==> src/rtl/dmi_req_arbiter.sv <==
// dmi_req_arbiter: round-robin sharing of one DMI port between two requesters, one outstanding transaction.
module dmi_req_arbiter #(
  parameter int unsigned TIMEOUT_CYCLES = 1023
) (
  input  logic        clk,
  input  logic        rst_ni,
  input  logic [40:0] m0_req_i,
  input  logic        m0_req_valid_i,
  output logic        m0_req_ready_o,
  output logic [33:0] m0_resp_o,
  output logic        m0_resp_valid_o,
  input  logic        m0_resp_ready_i,
  input  logic        m0_clear_i,
  input  logic [40:0] m1_req_i,
  input  logic        m1_req_valid_i,
  output logic        m1_req_ready_o,
  output logic [33:0] m1_resp_o,
  output logic        m1_resp_valid_o,
  input  logic        m1_resp_ready_i,
  input  logic        m1_clear_i,
  output logic [40:0] s_req_o,
  output logic        s_req_valid_o,
  input  logic        s_req_ready_i,
  input  logic [33:0] s_resp_i,
  input  logic        s_resp_valid_i,
  output logic        s_resp_ready_o,
  output logic        owner_o,
  output logic        busy_o,
  output logic        timeout_o,
  output logic        stray_o
);
  localparam int CW = TIMEOUT_CYCLES > 0 ? $clog2(TIMEOUT_CYCLES + 1) : 1;
  localparam logic [1:0] DTM_ERR = 2'd2;
  typedef enum logic [1:0] {IDLE, REQ, WAIT_RESP, RESP} state_e;
  state_e state_q, state_d;
  logic [40:0] s_req_q, s_req_d;
  logic [33:0] resp0_q, resp0_d, resp1_q, resp1_d, rd;
  logic [CW-1:0] cnt_q, cnt_d;
  logic owner_q, owner_d, timeout_q, timeout_d, stray_q, stray_d;
  logic e0, e1, gnt, own_clr, own_rdy, tmo, idle;
  assign e0 = m0_req_valid_i & ~m0_clear_i;
  assign e1 = m1_req_valid_i & ~m1_clear_i;
  // with both eligible the grant goes to whoever did not win last time
  assign gnt = (e0 & e1) ? ~owner_q : e1;
  assign own_clr = owner_q ? m1_clear_i : m0_clear_i;
  assign own_rdy = owner_q ? m1_resp_ready_i : m0_resp_ready_i;
  assign tmo = (TIMEOUT_CYCLES != 0) && (cnt_q == CW'(TIMEOUT_CYCLES - 1));
  assign rd = s_resp_valid_i ? s_resp_i : {32'h0, DTM_ERR};
  assign idle = state_q == IDLE;
  always_comb begin
    state_d = state_q;
    s_req_d = s_req_q;
    resp0_d = resp0_q;
    resp1_d = resp1_q;
    owner_d = owner_q;
    cnt_d = cnt_q;
    timeout_d = 1'b0;
    stray_d = s_resp_valid_i & (state_q != WAIT_RESP);
    case (state_q)
      IDLE: if (e0 | e1) begin
        state_d = REQ;
        owner_d = gnt;
        s_req_d = gnt ? m1_req_i : m0_req_i;
      end
      REQ: begin
        state_d = own_clr ? IDLE : s_req_ready_i ? WAIT_RESP : REQ;
        cnt_d = '0;
      end
      WAIT_RESP: if (own_clr) begin
        state_d = IDLE;
        stray_d = s_resp_valid_i;
      end else if (s_resp_valid_i | tmo) begin
        state_d = RESP;
        resp0_d = owner_q ? resp0_q : rd;
        resp1_d = owner_q ? rd : resp1_q;
        timeout_d = ~s_resp_valid_i;
      end else cnt_d = (&cnt_q) ? cnt_q : cnt_q + 1'b1;
      RESP: state_d = (own_clr | own_rdy) ? IDLE : RESP;
      default: state_d = IDLE;
    endcase
  end
  always_ff @(posedge clk or negedge rst_ni) begin
    if (!rst_ni) begin
      state_q <= IDLE;
      s_req_q <= '0;
      resp0_q <= '0;
      resp1_q <= '0;
      owner_q <= 1'b1;
      cnt_q <= '0;
      timeout_q <= 1'b0;
      stray_q <= 1'b0;
    end else begin
      state_q <= state_d;
      s_req_q <= s_req_d;
      resp0_q <= resp0_d;
      resp1_q <= resp1_d;
      owner_q <= owner_d;
      cnt_q <= cnt_d;
      timeout_q <= timeout_d;
      stray_q <= stray_d;
    end
  end
  assign m0_req_ready_o = rst_ni & idle & e0 & ~gnt;
  assign m1_req_ready_o = rst_ni & idle & e1 & gnt;
  assign m0_resp_o = resp0_q;
  assign m1_resp_o = resp1_q;
  assign m0_resp_valid_o = (state_q == RESP) & ~owner_q;
  assign m1_resp_valid_o = (state_q == RESP) & owner_q;
  assign s_req_o = s_req_q;
  assign s_req_valid_o = state_q == REQ;
  assign s_resp_ready_o = 1'b1;
  assign owner_o = owner_q;
  assign busy_o = ~idle;
  assign timeout_o = timeout_q;
  assign stray_o = stray_q;
endmodule

==> config.mk <==
export PLATFORM = sky130hd
export DESIGN_NAME = dmi_req_arbiter
export DESIGN_NICKNAME = d
export VERILOG_FILES = /design/src/rtl/dmi_req_arbiter.sv
export SDC_FILE = /design/constraint.sdc
export NUM_CORES = 1
export LEC_CHECK = 0
export ABC_CLOCK_PERIOD_IN_PS = 3300
export CAP_MARGIN = 20
export CELL_PAD_IN_SITES_DETAIL_PLACEMENT = 1
export CELL_PAD_IN_SITES_GLOBAL_PLACEMENT = 2
export CORE_UTILIZATION = 28
export CTS_CLUSTER_SIZE = 12
export DETAILED_ROUTE_END_ITERATION = 7
export PLACE_DENSITY = 0.84
export SETUP_SLACK_MARGIN = 0.3
export SYNTH_ARGS = -nofsm -noshare
export SYNTH_HDL_FRONTEND = slang
export SYNTH_SLANG_ARGS = --single-unit
==> constraint.sdc <==
create_clock -name clk -period 3.3 [get_ports clk]
set_input_delay 0.66 -clock clk [delete_from_list [all_inputs] [get_ports clk]]
set_output_delay 0.66 -clock clk [all_outputs]
set_load 0.05 [all_outputs]
# After elaboration in Yosys (flattened, before gate mapping)
# Cells that the tools add are included.
dict set report op_classes {
  mux 21
  n_addsub 1
  eq_ne 10
  bitwise_logic 21
  reduce_logical 8
}
# operator count
set op_table {}
lappend op_table {{$mux 41} 1}
lappend op_table {{$mux 34} 1}
lappend op_table {{$mux 10} 3}
lappend op_table {{$pmux 10 s2} 1}
lappend op_table {{$mux 2} 6}
lappend op_table {{$reduce_and 4->1} 3}
lappend op_table {{$and 1x1->1} 11}
lappend op_table {{$add 10x1->10 const B} 1}
lappend op_table {{$eq 10x10->1 const B} 1}
lappend op_table {{$reduce_and 10->1} 1}
lappend op_table {{$mux 1} 8}
lappend op_table {{$ne 2x2->1 const B} 4}
lappend op_table {{$pmux 2 s4} 1}
lappend op_table {{$not 1->1} 7}
lappend op_table {{$eq 2x2->1 const B} 2}
lappend op_table {{$reduce_and 2->1} 2}
lappend op_table {{$ne 3x3->1 const B} 1}
lappend op_table {{$or 1x1->1} 3}
lappend op_table {{$eq 2x1->1 const B} 1}
lappend op_table {{$logic_not 2->1} 1}
lappend op_table {{$ne 2x1->1 const B} 1}
lappend op_table {{$reduce_bool 2->1} 1}
dict set report totals {
  wordCells 69
  out_inout_bits 119
  regBits 124
}

# Depth between registers and ports, before layout
# Gate-level depths: netlist (run 1).
dict set report depth {
  ltp_word 6
  depth_mapped 7
}

# Least setup slack after synthesis (run 1)
# No wires, ideal clock.
dict set report synth_timing {
  path_kind {register to output}
  from {register owner_q, in the netlist owner_o}
  to {output m0_req_ready_o}
  required_ns 2.640
  arrival_ns 2.190
  slack_ns 0.450
  stages_incl_launch_ff 6
  cell_sequence {dfstp_2 > buf_2 > a21bo_2 > buf_2 > buf_1 > and4_1}
}
dict set report synth_via {
  elab_chain_len 4
}
# element line_no
set synth_lines {}
lappend synth_lines {{start: declaration} 39} ;# logic owner_q, owner_d, timeout_q, timeout_d, stray_q, stray_d;
lappend synth_lines {{start signal: assignment} 97} ;# owner_q <= owner_d;
lappend synth_lines {{$not 1->1} 44} ;# assign gnt = (e0 & e1) ? ~owner_q : e1;
lappend synth_lines {{$mux 1} 44}
lappend synth_lines {{$not 1->1} 103} ;# assign m0_req_ready_o = rst_ni & idle & e0 & ~gnt;
lappend synth_lines {{$and 1x1->1} 103}
lappend synth_lines {{end: declaration} 9} ;# output logic m0_req_ready_o,
# No other way between the ends.

# Final worst setup path (run 1)
dict set report layout_timing {
  from {input m1_clear_i}
  to {output m0_req_ready_o}
}
dict set report layout_via {
  elab_chain_len 6
}
# element line_no
set layout_lines {}
lappend layout_lines {{start: declaration} 20} ;# input logic m1_clear_i,
lappend layout_lines {{$not 1->1 *} 42} ;# assign e1 = m1_req_valid_i & ~m1_clear_i;
lappend layout_lines {{$and 1x1->1 *} 42}
lappend layout_lines {{$and 1x1->1} 44}
lappend layout_lines {{$mux 1 *} 44}
lappend layout_lines {{$not 1->1 *} 103}
lappend layout_lines {{$and 1x1->1 *} 103}
# Every way passes the cells marked *; elsewhere a longest branch is shown, timed or not.

==> results.toml, run 1 <==
[status]
run_status = "finished, final reports clean"

[sta]
setup_viol = 0
fin_skew_ps = 8.522
min_period_ps = 2789
timing.setup.tns_ps = 0
tightest_slew_ps = 707.1
hold_viol = 0
slew_headroom_pct = 52.86
period_share_pct = 84.52
fmax_mhz = 358.5
drv_slew = 0
rsz0062_at_grt = "no"

[setup_path]
start_kind = "primary input"
crit_type = "in2out"
r2r-end = "m1_resp_o[5]"
worstPathArrival_ps = 2130
reg2reg_depth = 5
r2r-start = "cnt_q[3]"
critPathMaxFanout = 4
ff2ff_setup_slack_ps = 900
cp.required_ps = 2640
cp-end-kind = "output pin"

[logic_synthesis]
ys_types = 38
ys_seq_area_share_pct = 55.23
syn_nets = 599
syn_inst = 471
synthFlopType = "dfrtp_1"
syn_area_per_cell_sq_um = 11.93
ys_warn_count = 0
ys_async_sr_fraction_pct = 100.0
synthTopCellsByArea = "dfrtp_1, mux2_2, mux2i_1"
yosys.area.top_type = "dfrtp_1"
ys_seq_elements = 124
synth_edf_count = 0
synth.top_cell.area_share_pct = 54.76
synth_area_sq_um = 5620

[clock_network]
cts_root_buffer = "clkbuf_16"
cts_resized = 0
cts_tree = "built"
h-tree-depth = 4
clkLatencyLatePin_ps = 410
clock_sinks = 124
post_cts_buffers = 0
postCtsHoldBufs = 0
clk_pin_slew_ps = 60
cts_buffer_depth = 2
cts_buffers = 17

[die]
floorplan.initialDensity_pct = 28.69
io_pins = 245
core_area_sq_um = 19590
num_rows = 51
die_h_um = 143.7
die_w_um = 143.7
dieArea_sq_um = 20640

[finish]
final_common_cell = "clkdlybuf4s50_1"
diodes = 0
fin_nets = 834
drive_gt1_share_pct = 16.13
mostFrequentLayoutCells = "clkdlybuf4s50_1, dfrtp_1, mux2_2"
finalCoreUtilization_pct = 45.52
area_growth_pct = 58.66
final_area_sq_um = 8917

[placed_design]
port_buffers = 243
place_area_sq_um = 8295
hpwl_mm = 12.29
routabilityCongestion = 0.7688

[flow_run]
cap_viol_max_count = 0

[grt]
grt_pass1_wl_mm = 26.64
overflow = 0
antenna_found_initial = 0
first_global_vias = 5047
grt_max_degree = 86
grt.total_usage_pct = 16.80

[worst_hold_path]
hold_path.class = "in2async"

[detailed_routing]
drtAntennaViolNets = 0
drt_iter0_drc = 117
drt_wl_total_mm = 16.61
vias = 4555
drt-pass1-iter-count = 4
routedWlPerCell_um = 16.88
drc = 0
vias_per_cell = 4.629

[pwr]
cellLeakagePower_uw = 0.004019
swShare_pct = 44.88
clockPowerShare_pct = 22.7
peakVddDrop_uv = 336.4
combPwrFrac_pct = 49.4
p_sw_uw = 3878
p_seq_share_pct = 27.9
power.density_nw_per_um2 = 969.0
power_uw = 8641
internal-power_uw = 4763
[sequential cells by signal (all words and copies together) (netlist names)]
name       flops
m0_resp_o     34
m1_resp_o     34
stray_o        1
owner_o        1
s_req_o       41
timeout_o      1
state_q        2
cnt_q         10
[Yosys cell counts (2+ instances only)]
library cell / number
dfrtp_1: 123
mux2_2: 65
nand2_1: 47
o21ai_0: 47
mux2i_1: 42
and2_1: 35
clkbuf_1: 15
buf_2: 13
o31ai_1: 13
nor2_1: 7
a31oi_1: 6
nand3_1: 5
a21oi_1: 4
and3_1: 4
buf_6: 4
inv_1: 4
nor2b_1: 4
buf_1: 3
mux2_1: 3
nand2b_1: 3
nand4_1: 3
o41ai_1: 3
a41oi_1: 2
ha_1: 2
[area by class of cell]
type                            instances  area, sq um
Tap cell                              265        331.6
Clock buffer                           17        425.4
Clock inverter                         15        196.4
Timing Repair Buffer                  252         2517
Inverter                                4        15.01
Fill cell                            2101        10670
Sequential cell                       124         3104
Multi-Input combinational cell        307         2327
[cells by family (layout without fill, tap and decap cells)]
kind of cell | after synthesis | count (layout) | synth area share [%]
compound gates | 79 | 79 | 8.682
mux | 110 | 110 | 21.10
buf+inv | 40 | 288 | 3.562
flops | 124 | 124 | 55.23
fa+ha+maj | 2 | 2 | 0.4452
other cells | 1 | 1 | 0.06672
simple gates | 115 | 115 | 10.91
[per-stage QoR]
step	instances	worst slack [ps]	hold WS, ps
after global placement	952	535.5	461.3
after detailed placement	952	418.9	471.0
final	984	510.8	168.1
after CTS	984	514.0	163.3
after floorplan	471	450.0	364.4
after global routing	984	423.0	183.1
[power groups by stage]
stage | Clock [uW] | Sequential (uW) | Combinational, uW
final | 1960 | 2410 | 4260
after global placement | 0 | 2400 | 4230
after detailed placement | 0 | 2440 | 4300
after CTS | 2020 | 2430 | 4310
after floorplan | 0 | 4270 | 834
after global routing | 2090 | 2500 | 4480
[worst max-delay path by stage]
stage          startpoint        endpoint  depth (start not counted)
2_1_floorplan     owner_o  m0_req_ready_o                          5
3_3_place_gp   m0_clear_i      s_req_o[2]                          6
3_5_place_dp   m0_clear_i     s_req_o[15]                          6
4_1_cts        m1_clear_i  m0_req_ready_o                          5
5_1_grt        state_q[1]          busy_o                          3
6_report       m1_clear_i  m0_req_ready_o                          5
[per-layer routing]
metal / GRT usage, % / routed length [um]
met1: 18.92 / 6522
met2: 29.59 / 8615
met3: 5.465 / 1220
met4: 5.991 / 251
met5: 0 / 0
[worst max-delay path, cell delays in order]
cell	delay (ps)
clkdlybuf4s50_1	510
nor2b_1	300
a21bo_2	280
and4_1	230
buf_12	150
(Power assumes the default switching activity.)
==> inputs of run 2 (changes only) <==
ABC_CLOCK_PERIOD_IN_PS = 2600   (was 3300)
CORE_UTILIZATION = 26   (was 28)
PLACE_DENSITY = 0.79   (was 0.84)
clock period = 2.6 ns   (was 3.3 ns; I/O delays follow)
==> run 2 against run 1 <==
  * Final area up 1.5%
  * Clock skew up 2.2 ps
  * Critical path depth unchanged
  * Critical endpoint unchanged
==> results.toml, run 2 (same netlist as run 1, synthesis figures left out) <==
[worst_hold_path]
hold_path.class = "in2async"

[clock_network]
clk_pin_slew_ps = 60
cts_tree = "built"
h-tree-depth = 4
clock_sinks = 124
cts_root_buffer = "clkbuf_16"
cts_buffer_depth = 2
cts_buffers = 17
clkLatencyLatePin_ps = 410
postCtsHoldBufs = 0

[detailed_routing]
drt_wl_total_mm = 16.98
drt-pass1-iter-count = 4
vias = 4559
routedWlPerCell_um = 16.95
drt_iter0_drc = 112
vias_per_cell = 4.550
drtAntennaViolNets = 0
drc = 0

[sta]
fin_skew_ps = 10.72
hold_viol = 0
tightest_slew_ps = 751.5
setup_slack_ps = 297.8
fmax_mhz = 434.4
min_period_ps = 2302
timing.setup.tns_ps = 0
period_share_pct = 88.55
drv_slew = 0
slew_headroom_pct = 49.90
rsz0062_at_grt = "yes"
setup_viol = 0

[setup_path]
start_kind = "primary input"
r2r-end = "m1_resp_o[6]"
r2r-start = "cnt_q[2]"
path_cells = "clkdlybuf4s50_1, nor2b_2, a21bo_4, and4_4, buf_12"
cp.required_ps = 2080
slowest_stage = "clkdlybuf4s50_1"
critPathMaxFanout = 6
crit_type = "in2out"
reg2reg_depth = 5
cp_slowest_stage_delay_ps = 470
worstPathArrival_ps = 1780
cp-end-kind = "output pin"
ff2ff_setup_slack_ps = 440

[status]
run_status = "finished, final reports clean"

[finish]
finalCoreUtilization_pct = 42.93
nFillCells = 2265
fin_nets = 841
mostFrequentLayoutCells = "clkdlybuf4s50_1, dfrtp_1, mux2_2"
largest_register_ffs = 41
final_common_cell = "clkdlybuf4s50_1"
drive_gt1_share_pct = 18.18
area_growth_pct = 61.09

[die]
num_rows = 53
dieArea_sq_um = 22210
io_pins = 245
die_h_um = 149.0
core_area_sq_um = 21090
die_w_um = 149.0
floorplan.initialDensity_pct = 26.65

[pwr]
power_uw = 10990
power.density_nw_per_um2 = 1214
peakVddDrop_uv = 466.4
cellLeakagePower_uw = 0.004085

[placed_design]
post-place-ws_ps = 47.25
hpwl_mm = 12.26
port_buffers = 243
routabilityCongestion = 0.7692

[flow_run]
cap_viol_max_count = 0

[grt]
grt.total_usage_pct = 15.87
overflow = 0
antenna_found_initial = 1
first_global_vias = 5068
grt_max_degree = 125
grt_pass1_wl_mm = 27.32
[run 2: changes by cell type in the layout (fill, tap and decap cells not counted), sizes merged, moves of 2 or more]
cell           previous run  this run
dlygate4sd2               0         4
clkdlybuf4s50           240       234
clkinvlp                  0         2
clkbuf                   17        19
buf                      12        20
inv                      13         9
[run 2: worst max-delay path by stage]
stage / start / endpoint / slack [ps] / cells after the start
floorplan: owner_o / m0_req_ready_o / 240 / 5
finish: m1_req_valid_i / m0_req_ready_o / 300 / 5
CTS: owner_o / m1_resp_valid_o / 240 / 2
global route: m1_req_valid_i / m0_req_ready_o / 260 / 5
global placement: m1_clear_i / m0_req_ready_o / 210 / 5
detailed placement: m0_clear_i / cnt_q[9] / 50 / 6
[run 2: where the power goes]
part | internal (uW) | switching, uW | total (uW)
Clock | 1550 | 934 | 2490
Sequential | 2640 | 426 | 3070
Combinational | 1880 | 3550 | 5440
[run 2: timing repair]
item	4_1_cts	5_1_grt
setup endpoints to repair	6	38
gates resized for setup	6	8
endpoints found under the hold margin	0	0
buffers inserted	1	0
[run 2: critical path: cells and delay by family]
family | cells | cell delay [ps]
buffers and inverters | 2 | 610
AOI/OAI and AO/OA | 1 | 280
and+or+nand+nor | 2 | 370
[run 2: per-layer routing]
layer	share of wire [%]	track usage (%)	up-vias	wire, um
met3	7.4	4.893	20	1259
met1	40	18.13	2244	6732
li1	-	-	2138	-
met2	51	27.63	157	8657
met4	2.0	6.020	0	334
met5	0	0	-	0
[run 2: per-stage QoR]
step | cell area [sq um] | hold slack [ps] | instances
floorplan | 5627 | 224.4 | 471
global placement | 8406 | 462.2 | 968
detailed placement | 8406 | 469.6 | 968
CTS | 9035 | 298.4 | 1001
global route | 9051 | 288.0 | 1001
finish | 9054 | 202.3 | 1002
[run 2: final cells by class]
cell class | count | area [sq um] | share of cell area (%)
timing repair buffer | 259 | 2611 | 28.84
clock buffer | 18 | 439.2 | 4.851
clock inverter | 14 | 182.7 | 2.018
antenna | 1 | 2.502 | 0.02764
multi-input combinational | 307 | 2355 | 26.01
tap | 275 | 344.1 | 3.800
inverter | 4 | 15.01 | 0.1658
sequential | 124 | 3104 | 34.29
==> inputs of run 3 (changes only) <==
ABC_CLOCK_PERIOD_IN_PS = unset   (was 2600)
==> results of run 3 <==
The final DEF is identical to that of run 2; final timing and power are the same.
